[src/rtl/conv_input_interface_pkg.sv]
// Shared conv-layer constants: controller command codes, completion ack
// codes and the input-stage FSM state encoding, plus the state-to-ack map.
package conv_input_interface_pkg;

  typedef enum logic [1:0] {
    CMD_IDLE    = 2'd0,
    CMD_PRELOAD = 2'd1,
    CMD_SHIFT   = 2'd2,
    CMD_LOAD    = 2'd3
  } cmd_e;

  typedef enum logic [1:0] {
    ACK_IDLE        = 2'd0,
    ACK_PRELOAD_FIN = 2'd1,
    ACK_SHIFT_FIN   = 2'd2,
    ACK_LOAD_FIN    = 2'd3
  } ack_e;

  typedef enum logic [1:0] {
    S_IDLE    = 2'd0,
    S_PRELOAD = 2'd1,
    S_SHIFT   = 2'd2,
    S_LOAD    = 2'd3
  } state_e;

  // Completion code reported when a command state finishes.
  function automatic ack_e fin_ack(input state_e s);
    case (s)
      S_PRELOAD: return ACK_PRELOAD_FIN;
      S_SHIFT:   return ACK_SHIFT_FIN;
      S_LOAD:    return ACK_LOAD_FIN;
      default:   return ACK_IDLE;
    endcase
  endfunction

endpackage

[src/rtl/conv_input_interface_if.sv]
// Bus bundle of the conv input stage.
//   cmd         controller command pulse        (master -> slave)
//   ack         one-cycle completion code       (slave -> master)
//   mem_rd_en   feature memory read strobe      (slave -> master)
//   mem_addr    feature memory word address     (slave -> master)
//   mem_rd_data read data, one cycle after read (master -> slave)
//   win_valid   win_col holds a window column   (slave -> master)
//   win_col     K-word column, row 0 in LSBs    (slave -> master)
//   frame_done  last frame row loaded           (slave -> master)
// master = controller/memory side, slave = conv_input_interface.
interface conv_input_interface_if #(
  parameter int unsigned DATA_W = 32,
  parameter int unsigned K      = 3,
  parameter int unsigned ADDR_W = 8
) ();

  logic [1:0]          cmd;
  logic [1:0]          ack;
  logic                mem_rd_en;
  logic [ADDR_W-1:0]   mem_addr;
  logic [DATA_W-1:0]   mem_rd_data;
  logic                win_valid;
  logic [K*DATA_W-1:0] win_col;
  logic                frame_done;

  modport master (
    output cmd, mem_rd_data,
    input  ack, mem_rd_en, mem_addr, win_valid, win_col, frame_done
  );

  modport slave (
    input  cmd, mem_rd_data,
    output ack, mem_rd_en, mem_addr, win_valid, win_col, frame_done
  );

endinterface

[src/rtl/conv_input_interface_line_buffer.sv]
// K x IMG_W feature line buffer.
//   clk, rst_n   clock, async active-low reset (clears the array)
//   shift_up_i   row r <= row r+1 for r < K-1 (row K-1 kept, refilled by writes)
//   wr_en_i      write wr_data_i at (wr_row_i, wr_col_i)
//   rd_col_i     column selected for the combinational read
//   rd_data_c_o  K words of that column, row 0 in LSBs (0 if out of range)
module conv_input_interface_line_buffer #(
  parameter int unsigned DATA_W = 32,
  parameter int unsigned K      = 3,
  parameter int unsigned IMG_W  = 6,
  localparam int unsigned ROW_W = (K > 1) ? $clog2(K) : 1,
  localparam int unsigned COL_W = (IMG_W > 1) ? $clog2(IMG_W) : 1
) (
  input  logic                clk,
  input  logic                rst_n,
  input  logic                shift_up_i,
  input  logic                wr_en_i,
  input  logic [ROW_W-1:0]    wr_row_i,
  input  logic [COL_W-1:0]    wr_col_i,
  input  logic [DATA_W-1:0]   wr_data_i,
  input  logic [COL_W-1:0]    rd_col_i,
  output logic [K*DATA_W-1:0] rd_data_c_o
);

  logic [DATA_W-1:0] buf_q [K][IMG_W];

  // Storage: shift first, a same-cycle write lands on top of it.
  always_ff @(posedge clk or negedge rst_n) begin
    if (!rst_n) begin
      for (int r = 0; r < K; r++) begin
        for (int c = 0; c < IMG_W; c++) begin
          buf_q[r][c] <= '0;
        end
      end
    end else begin
      if (shift_up_i) begin
        for (int r = 0; r < K - 1; r++) begin
          for (int c = 0; c < IMG_W; c++) begin
            buf_q[r][c] <= buf_q[r+1][c];
          end
        end
      end
      if (wr_en_i) begin
        buf_q[wr_row_i][wr_col_i] <= wr_data_i;
      end
    end
  end

  // Column read mux.
  always_comb begin
    rd_data_c_o = '0;
    if (32'(rd_col_i) < IMG_W) begin
      for (int r = 0; r < K; r++) begin
        rd_data_c_o[r*DATA_W +: DATA_W] = buf_q[r][rd_col_i];
      end
    end
  end

endmodule

[src/rtl/conv_input_interface.sv]
// Conv-layer feature-map input stage. Executes PRELOAD / SHIFT / LOAD from
// the controller against a K-row line buffer filled from feature memory,
// streams K window columns per SHIFT, and returns a one-cycle ack.
//   clk, rst_n   clock, async active-low reset
//   bus          conv_input_interface_if.slave (cmd/ack, memory read port,
//                window column stream, frame_done)
//   cmd_err_o    sticky illegal-command flag, only when CONV_IN_CMD_ERR_EN
//                is defined (busy command, or SHIFT/LOAD before any PRELOAD)
module conv_input_interface
  import conv_input_interface_pkg::*;
#(
  parameter int unsigned DATA_W = 32,
  parameter int unsigned K      = 3,
  parameter int unsigned IMG_W  = 6,
  parameter int unsigned IMG_H  = 6,
  parameter int unsigned ADDR_W = 8
) (
  input logic clk,
  input logic rst_n,
  conv_input_interface_if.slave bus
`ifdef CONV_IN_CMD_ERR_EN
  ,
  output logic cmd_err_o
`endif
);

  localparam int unsigned ROW_W = (K > 1) ? $clog2(K) : 1;
  localparam int unsigned COL_W = (IMG_W > 1) ? $clog2(IMG_W) : 1;
  localparam int unsigned RP_W  = (IMG_H > 1) ? $clog2(IMG_H) : 1;
  localparam int unsigned CNT_W = $clog2(K * IMG_W + 1);
  localparam int unsigned SH_W  = $clog2(K + 1);
  localparam int unsigned PIX   = IMG_W * IMG_H;

  state_e              state_q;
  logic [CNT_W-1:0]    iss_left_q;
  logic [CNT_W-1:0]    cap_left_q;
  logic                rd_pend_q;
  logic [ROW_W-1:0]    wr_row_q;
  logic [COL_W-1:0]    wr_col_q;
  logic [COL_W-1:0]    col_ptr_q;
  logic [RP_W-1:0]     row_ptr_q;
  logic [SH_W-1:0]     sh_cnt_q;
  logic                mem_rd_en_q;
  logic [ADDR_W-1:0]   mem_addr_q;
  ack_e                ack_q;
  logic                win_valid_q;
  logic [K*DATA_W-1:0] win_col_q;
  logic                frame_done_q;

  cmd_e                cmd_c;
  logic [ADDR_W-1:0]   row_base_c;
  logic [ADDR_W-1:0]   addr_inc_c;
  logic [RP_W-1:0]     row_next_c;
  logic [COL_W-1:0]    rd_col_c;
  logic                shift_up_c;
  logic                wr_en_c;
  logic                last_cap_c;
  logic [K*DATA_W-1:0] col_data_c;

  // Row pointer advance modulo IMG_H (inc never exceeds IMG_H).
  function automatic logic [RP_W-1:0] row_add(input logic [RP_W-1:0] r,
                                              input int unsigned inc);
    int unsigned s;
    s = 32'(r) + inc;
    return (s >= IMG_H) ? RP_W'(s - IMG_H) : RP_W'(s);
  endfunction

  assign cmd_c = cmd_e'(bus.cmd);

  // Address generation, pointer arithmetic and buffer port control.
  always_comb begin
    row_base_c = ADDR_W'(32'(row_ptr_q) * IMG_W);
    addr_inc_c = (32'(mem_addr_q) >= PIX - 1) ? '0 : mem_addr_q + ADDR_W'(1);
    row_next_c = (state_q == S_PRELOAD) ? row_add(row_ptr_q, K) : row_add(row_ptr_q, 1);
    rd_col_c   = (state_q == S_SHIFT) ? col_ptr_q + COL_W'(sh_cnt_q) : col_ptr_q;
    // LOAD makes room in row K-1 at acceptance, before any word returns.
    shift_up_c = (state_q == S_IDLE) && (cmd_c == CMD_LOAD);
    wr_en_c    = rd_pend_q && ((state_q == S_PRELOAD) || (state_q == S_LOAD));
    last_cap_c = wr_en_c && (cap_left_q == '0);
  end

  conv_input_interface_line_buffer #(
    .DATA_W (DATA_W),
    .K      (K),
    .IMG_W  (IMG_W)
  ) u_line_buffer (
    .clk         (clk),
    .rst_n       (rst_n),
    .shift_up_i  (shift_up_c),
    .wr_en_i     (wr_en_c),
    .wr_row_i    (wr_row_q),
    .wr_col_i    (wr_col_q),
    .wr_data_i   (bus.mem_rd_data),
    .rd_col_i    (rd_col_c),
    .rd_data_c_o (col_data_c)
  );

  // Command FSM with counters and registered outputs.
  always_ff @(posedge clk or negedge rst_n) begin
    if (!rst_n) begin
      state_q      <= S_IDLE;
      iss_left_q   <= '0;
      cap_left_q   <= '0;
      rd_pend_q    <= 1'b0;
      wr_row_q     <= '0;
      wr_col_q     <= '0;
      col_ptr_q    <= '0;
      row_ptr_q    <= '0;
      sh_cnt_q     <= '0;
      mem_rd_en_q  <= 1'b0;
      mem_addr_q   <= '0;
      ack_q        <= ACK_IDLE;
      win_valid_q  <= 1'b0;
      win_col_q    <= '0;
      frame_done_q <= 1'b0;
    end else begin
      ack_q        <= ACK_IDLE;
      frame_done_q <= 1'b0;
      // Read data is valid exactly one cycle after the strobe.
      rd_pend_q    <= mem_rd_en_q;
      case (state_q)
        S_IDLE: begin
          case (cmd_c)
            CMD_PRELOAD, CMD_LOAD: begin
              state_q     <= (cmd_c == CMD_PRELOAD) ? S_PRELOAD : S_LOAD;
              mem_rd_en_q <= 1'b1;
              mem_addr_q  <= row_base_c;
              iss_left_q  <= (cmd_c == CMD_PRELOAD) ? CNT_W'(K * IMG_W - 1) : CNT_W'(IMG_W - 1);
              cap_left_q  <= (cmd_c == CMD_PRELOAD) ? CNT_W'(K * IMG_W - 1) : CNT_W'(IMG_W - 1);
              wr_row_q    <= (cmd_c == CMD_PRELOAD) ? '0 : ROW_W'(K - 1);
              wr_col_q    <= '0;
            end
            CMD_SHIFT: begin
              state_q     <= S_SHIFT;
              win_valid_q <= 1'b1;
              win_col_q   <= col_data_c;
              sh_cnt_q    <= SH_W'(1);
            end
            default: ;
          endcase
        end
        S_PRELOAD, S_LOAD: begin
          if (mem_rd_en_q) begin
            if (iss_left_q == '0) begin
              mem_rd_en_q <= 1'b0;
            end else begin
              iss_left_q <= iss_left_q - CNT_W'(1);
              mem_addr_q <= addr_inc_c;
            end
          end
          if (last_cap_c) begin
            state_q      <= S_IDLE;
            ack_q        <= fin_ack(state_q);
            row_ptr_q    <= row_next_c;
            col_ptr_q    <= '0;
            frame_done_q <= (row_next_c == '0);
          end else if (wr_en_c) begin
            cap_left_q <= cap_left_q - CNT_W'(1);
            if (wr_col_q == COL_W'(IMG_W - 1)) begin
              wr_col_q <= '0;
              wr_row_q <= wr_row_q + ROW_W'(1);
            end else begin
              wr_col_q <= wr_col_q + COL_W'(1);
            end
          end
        end
        S_SHIFT: begin
          if (sh_cnt_q == SH_W'(K)) begin
            state_q     <= S_IDLE;
            ack_q       <= ACK_SHIFT_FIN;
            win_valid_q <= 1'b0;
            win_col_q   <= '0;
            col_ptr_q   <= (col_ptr_q == COL_W'(IMG_W - K)) ? '0 : col_ptr_q + COL_W'(1);
          end else begin
            win_col_q <= col_data_c;
            sh_cnt_q  <= sh_cnt_q + SH_W'(1);
          end
        end
        default: state_q <= S_IDLE;
      endcase
    end
  end

`ifdef CONV_IN_CMD_ERR_EN
  logic preloaded_q;
  logic cmd_err_q;

  // Sticky flag: command while busy, or SHIFT/LOAD with no PRELOAD seen yet.
  always_ff @(posedge clk or negedge rst_n) begin
    if (!rst_n) begin
      preloaded_q <= 1'b0;
      cmd_err_q   <= 1'b0;
    end else begin
      if ((state_q == S_IDLE) && (cmd_c == CMD_PRELOAD)) begin
        preloaded_q <= 1'b1;
      end
      if (((state_q != S_IDLE) && (cmd_c != CMD_IDLE)) ||
          ((state_q == S_IDLE) && ((cmd_c == CMD_SHIFT) || (cmd_c == CMD_LOAD)) && !preloaded_q)) begin
        cmd_err_q <= 1'b1;
      end
    end
  end

  assign cmd_err_o = cmd_err_q;
`endif

  assign bus.ack        = ack_q;
  assign bus.mem_rd_en  = mem_rd_en_q;
  assign bus.mem_addr   = mem_addr_q;
  assign bus.win_valid  = win_valid_q;
  assign bus.win_col    = win_col_q;
  assign bus.frame_done = frame_done_q;

endmodule
[src/flat_wrapper.sv]
// flat-port wrapper written by rule: the top's interface ports become plain ports
module conv_input_interface_flat import conv_input_interface_pkg::*;
#(
  parameter int unsigned DATA_W = 32,
  parameter int unsigned K      = 3,
  parameter int unsigned IMG_W  = 6,
  parameter int unsigned IMG_H  = 6,
  parameter int unsigned ADDR_W = 8
)
  (clk, rst_n, bus_cmd, bus_mem_rd_data, bus_ack, bus_mem_rd_en, bus_mem_addr, bus_win_valid, bus_win_col, bus_frame_done);
  conv_input_interface_if #(.DATA_W(DATA_W), .K(K), .ADDR_W(ADDR_W)) bus_i ();
  input logic clk;
  input logic rst_n;
  input wire logic [$bits(bus_i.cmd)-1:0] bus_cmd;
  input wire logic [$bits(bus_i.mem_rd_data)-1:0] bus_mem_rd_data;
  output wire logic [$bits(bus_i.ack)-1:0] bus_ack;
  output wire logic [$bits(bus_i.mem_rd_en)-1:0] bus_mem_rd_en;
  output wire logic [$bits(bus_i.mem_addr)-1:0] bus_mem_addr;
  output wire logic [$bits(bus_i.win_valid)-1:0] bus_win_valid;
  output wire logic [$bits(bus_i.win_col)-1:0] bus_win_col;
  output wire logic [$bits(bus_i.frame_done)-1:0] bus_frame_done;
  assign bus_i.cmd = bus_cmd;
  assign bus_i.mem_rd_data = bus_mem_rd_data;
  assign bus_ack = bus_i.ack;
  assign bus_mem_rd_en = bus_i.mem_rd_en;
  assign bus_mem_addr = bus_i.mem_addr;
  assign bus_win_valid = bus_i.win_valid;
  assign bus_win_col = bus_i.win_col;
  assign bus_frame_done = bus_i.frame_done;
  conv_input_interface #(.DATA_W(DATA_W), .K(K), .IMG_W(IMG_W), .IMG_H(IMG_H), .ADDR_W(ADDR_W)) u_core (.clk(clk), .rst_n(rst_n), .bus(bus_i));
endmodule
[config.mk]
export PLATFORM = sky130hd
export DESIGN_NAME = conv_input_interface_flat
export DESIGN_NICKNAME = d
export VERILOG_FILES = /design/src/rtl/conv_input_interface_pkg.sv /design/src/rtl/conv_input_interface_if.sv /design/src/rtl/conv_input_interface_line_buffer.sv /design/src/rtl/conv_input_interface.sv /design/src/flat_wrapper.sv
export SDC_FILE = /design/constraint.sdc
export NUM_CORES = 2
export LEC_CHECK = 0
export CELL_PAD_IN_SITES_DETAIL_PLACEMENT = 0
export CELL_PAD_IN_SITES_GLOBAL_PLACEMENT = 1
export CORE_MARGIN = 10
export CORE_UTILIZATION = 42
export DETAILED_ROUTE_END_ITERATION = 10
export PLACE_DENSITY = 0.67
export SETUP_SLACK_MARGIN = 0.4
export SLEW_MARGIN = 20
export SYNTH_ARGS = -nofsm -noshare
export SYNTH_HDL_FRONTEND = slang
export SYNTH_HIERARCHICAL = 1
export SYNTH_SLANG_ARGS = --single-unit
[constraint.sdc]
create_clock -name clk -period 3.22 [get_ports clk]
set_clock_uncertainty 0.2 [all_clocks]
set_input_delay 0.644 -clock clk [delete_from_list [all_inputs] [get_ports clk]]
set_output_delay 0.644 -clock clk [all_outputs]
set_load 0.02 [all_outputs]
==> results.yml <==
cts:
  cts_tree: "done"
  cts_sinks: 711
  cts-root-buf: "clkbuf_16"
  ctsLongestPathBuffers: 3
  worstSkewPairLatency_ns: 0.63
  cts-htree-levels: 3
  cts_buffers: 83
  clk_transition_reported_paths_ns: 0.06
sta:
  hold_viol: 0
  fin_tns_setup_ns: 0
  maxSlewHeadroom: 0.425
  holdWs_ns: 0.273
  tightest_slew_ns: 0.863
  fin_crit_ns: 2.83
  finalSetupViolCount: 0
  fmaxAchievable_ghz: 0.354
  finalCritPeriodShare: 0.878
  rsz0062_at_grt: "true"
  slew_viol_final: 0
placement:
  routabilityCongestion: 0.785
  portBuffers: 144
  hpwl_mm: 62.1
  dp.cells: 4077
route:
  vias_per_cell: 5.57
  vias: 23825
  first_pass_iters: 5
  wl_per_cell_um: 24.7
  antenna_left: 0
  first_iter_violations: 1493
  routed_wl_mm: 106
  drc: 0
synth:
  synthesis.nets: 2959
  syn_area_sq_um: 36800
  syn_avg_cell_area_sq_um: 12.7
  synth_cell_types: 64
  synth-seq-area-share: 0.484
  ys.flop_type: "dfrtp_1"
  synthTopCellsByArea: "dfrtp_1 (48%), mux2_2 (31%), mux2i_1 (5.3%), nand2_1 (3.2%), o221ai_1 (2.3%)"
  synth_top_area_frac: 0.484
  ys_seq_elements: 711
  syn_inst: 2907
  synth_area_leader_cell: "dfrtp_1"
  ys_async_sr_fraction: 1.00
  synth_edf_count: 0
  yosysWarnings: 6
global_route:
  grt_pass1_wl_mm: 158
  grt.overflow.total: 0
  grt_max_degree: 127
  antenna_found_initial: 6
  grt_usage: 0.205
  grt_pass1_vias: 25317
power_and_ir_drop:
  powerDensity_nw_per_um2: 1050
  p_leak_nw: 18.7
  pwr-share-seq: 0.352
  p_switching_mw: 16.9
  fin_total_pwr_mw: 46.3
  p_clk_frac: 0.195
  comb_power_share: 0.453
  intPower_mw: 29.4
  p_sw_frac: 0.365
  vdd_drop_max_mv: 0.849
floorplanning:
  coreArea_sq_um: 86900
  die_h_um: 316
  initial_core_util: 0.423
  die_area_sq_um: 99800
  die_x_um: 316
  rows: 108
  ios: 145
outcome:
  status: "complete, no violations"
worst_setup_path:
  crit_type: "reg2reg"
  arrival_ns: 3.11
  cp-start-kind: "register"
  crit_path_start: "u_core/col_ptr_q[0]"
  r2r_start: "u_core/col_ptr_q[0]"
  worstSetupEndpointType: "register"
  required_ns: 3.50
  path_max_fanout: 8
finish:
  nNetsFinal: 3119
  final_common_cell: "mux2_2"
  final_cell_mix: "mux2_2 (1014), dfrtp_1 (711), nand2_1 (293)"
  nFillCells: 7501
  area_growth_pct: 20.0
  final_cells: 4275
  drive_above_1_share: 0.460
flow_run:
  maxCapViolCount: 0
min_path:
  hold_path.class: "reg2reg"
  hp-start: "u_core/bus.mem_rd_en"
power by group through the flow:
stage               Sequential, mW  Clock, mW  Combinational (mW)
global route                  16.9       9.63                22.8
floorplan                     16.0          0                12.9
finish                        16.3       9.03                21.0
global placement              16.1          0                18.8
detailed placement            16.4          0                19.3
CTS                           16.3       9.29                20.1
worst max-delay path, cell delays in order, from the launching register on:
cell and delay, ns:
dfrtp_1 0.35, ha_1 0.15, inv_1 0.05, fa_2 0.35, nor2_4 0.16, xor2_4 0.21, buf_12 0.17, buf_4 0.13
buf_12 0.11, buf_16 0.14, mux2_2 0.33, nand2_1 0.06, o221ai_1 0.11, nand2_1 0.08, o21ai_0 0.06
stage by stage:
step,instance area [sq um],setup WS (ns),util
after floorplan,36800,0.405,-
after global placement,40200,0.137,0.462
after detailed placement,40200,0.109,0.462
after CTS,43400,0.384,0.499
after global routing,44100,0.250,0.508
final,44100,0.392,0.508
layer usage:
layer | global-route usage | share of wire
met1 | 0.272 | 0.45
met2 | 0.348 | 0.49
met3 | 0.0276 | 0.034
met4 | 0.0551 | 0.024
met5 | 0 | 0.00032
final cells by class:
| type | count | area (sq um) | area share |
|---|---|---|---|
| clock inverters | 13 | 145 | 0.00329 |
| diodes | 3 | 7.51 | 0.000170 |
| multi-input cells | 1938 | 18300 | 0.415 |
| flip-flops and latches | 711 | 17800 | 0.403 |
| inverters | 19 | 71.3 | 0.00162 |
| well taps | 1155 | 1450 | 0.0327 |
| repair buffers | 314 | 3960 | 0.0898 |
| clock buffers | 122 | 2410 | 0.0547 |
repair_timing:
item	in CTS	in global routing
pin swaps	2	14
hold endpoints to repair	15	0
hold buffers	1	0
cloned	8	11
endpoints found under the setup margin	92	93
buffers inserted	16	24
gates resized for setup	46	78
path summary, 6_finish.rpt:
kind                       cells past startpoint                         endpoint  slack (ns)
setup / recovery                              14           u_core/bus.win_col[14]        0.39
hold / removal                                 0                 u_core/rd_pend_q        0.27
setup reg to reg                              14           u_core/bus.win_col[14]        0.39
hold reg to reg                                0                 u_core/rd_pend_q        0.27
max in group asynchronous                      3  u_core/u_line_buffer/buf_q[302]        1.48
min in group asynchronous                      2       asynchronous set/reset pin        0.32
logic make-up after synthesis:
group           after synthesis  synth area share
compound gates              257            0.0471
simple gates                405            0.0486
mux                        1252             0.380
flops                       711             0.484
fa+ha+maj                    16           0.00585
buf+inv                     258            0.0334
xor+xnor                      8           0.00190
synthesized netlist by cell type (all sizes together) (13+ instances only):
cell type / instances
clkbuf: 97
ha: 14
mux2: 1058
o221ai: 97
mux2i: 194
o21ai: 121
a21oi: 14
nand3: 13
nand2: 317
nor2: 22
buf: 142
dfrtp: 711
inv: 19
Note: power is estimated with default switching activity, not from simulation.
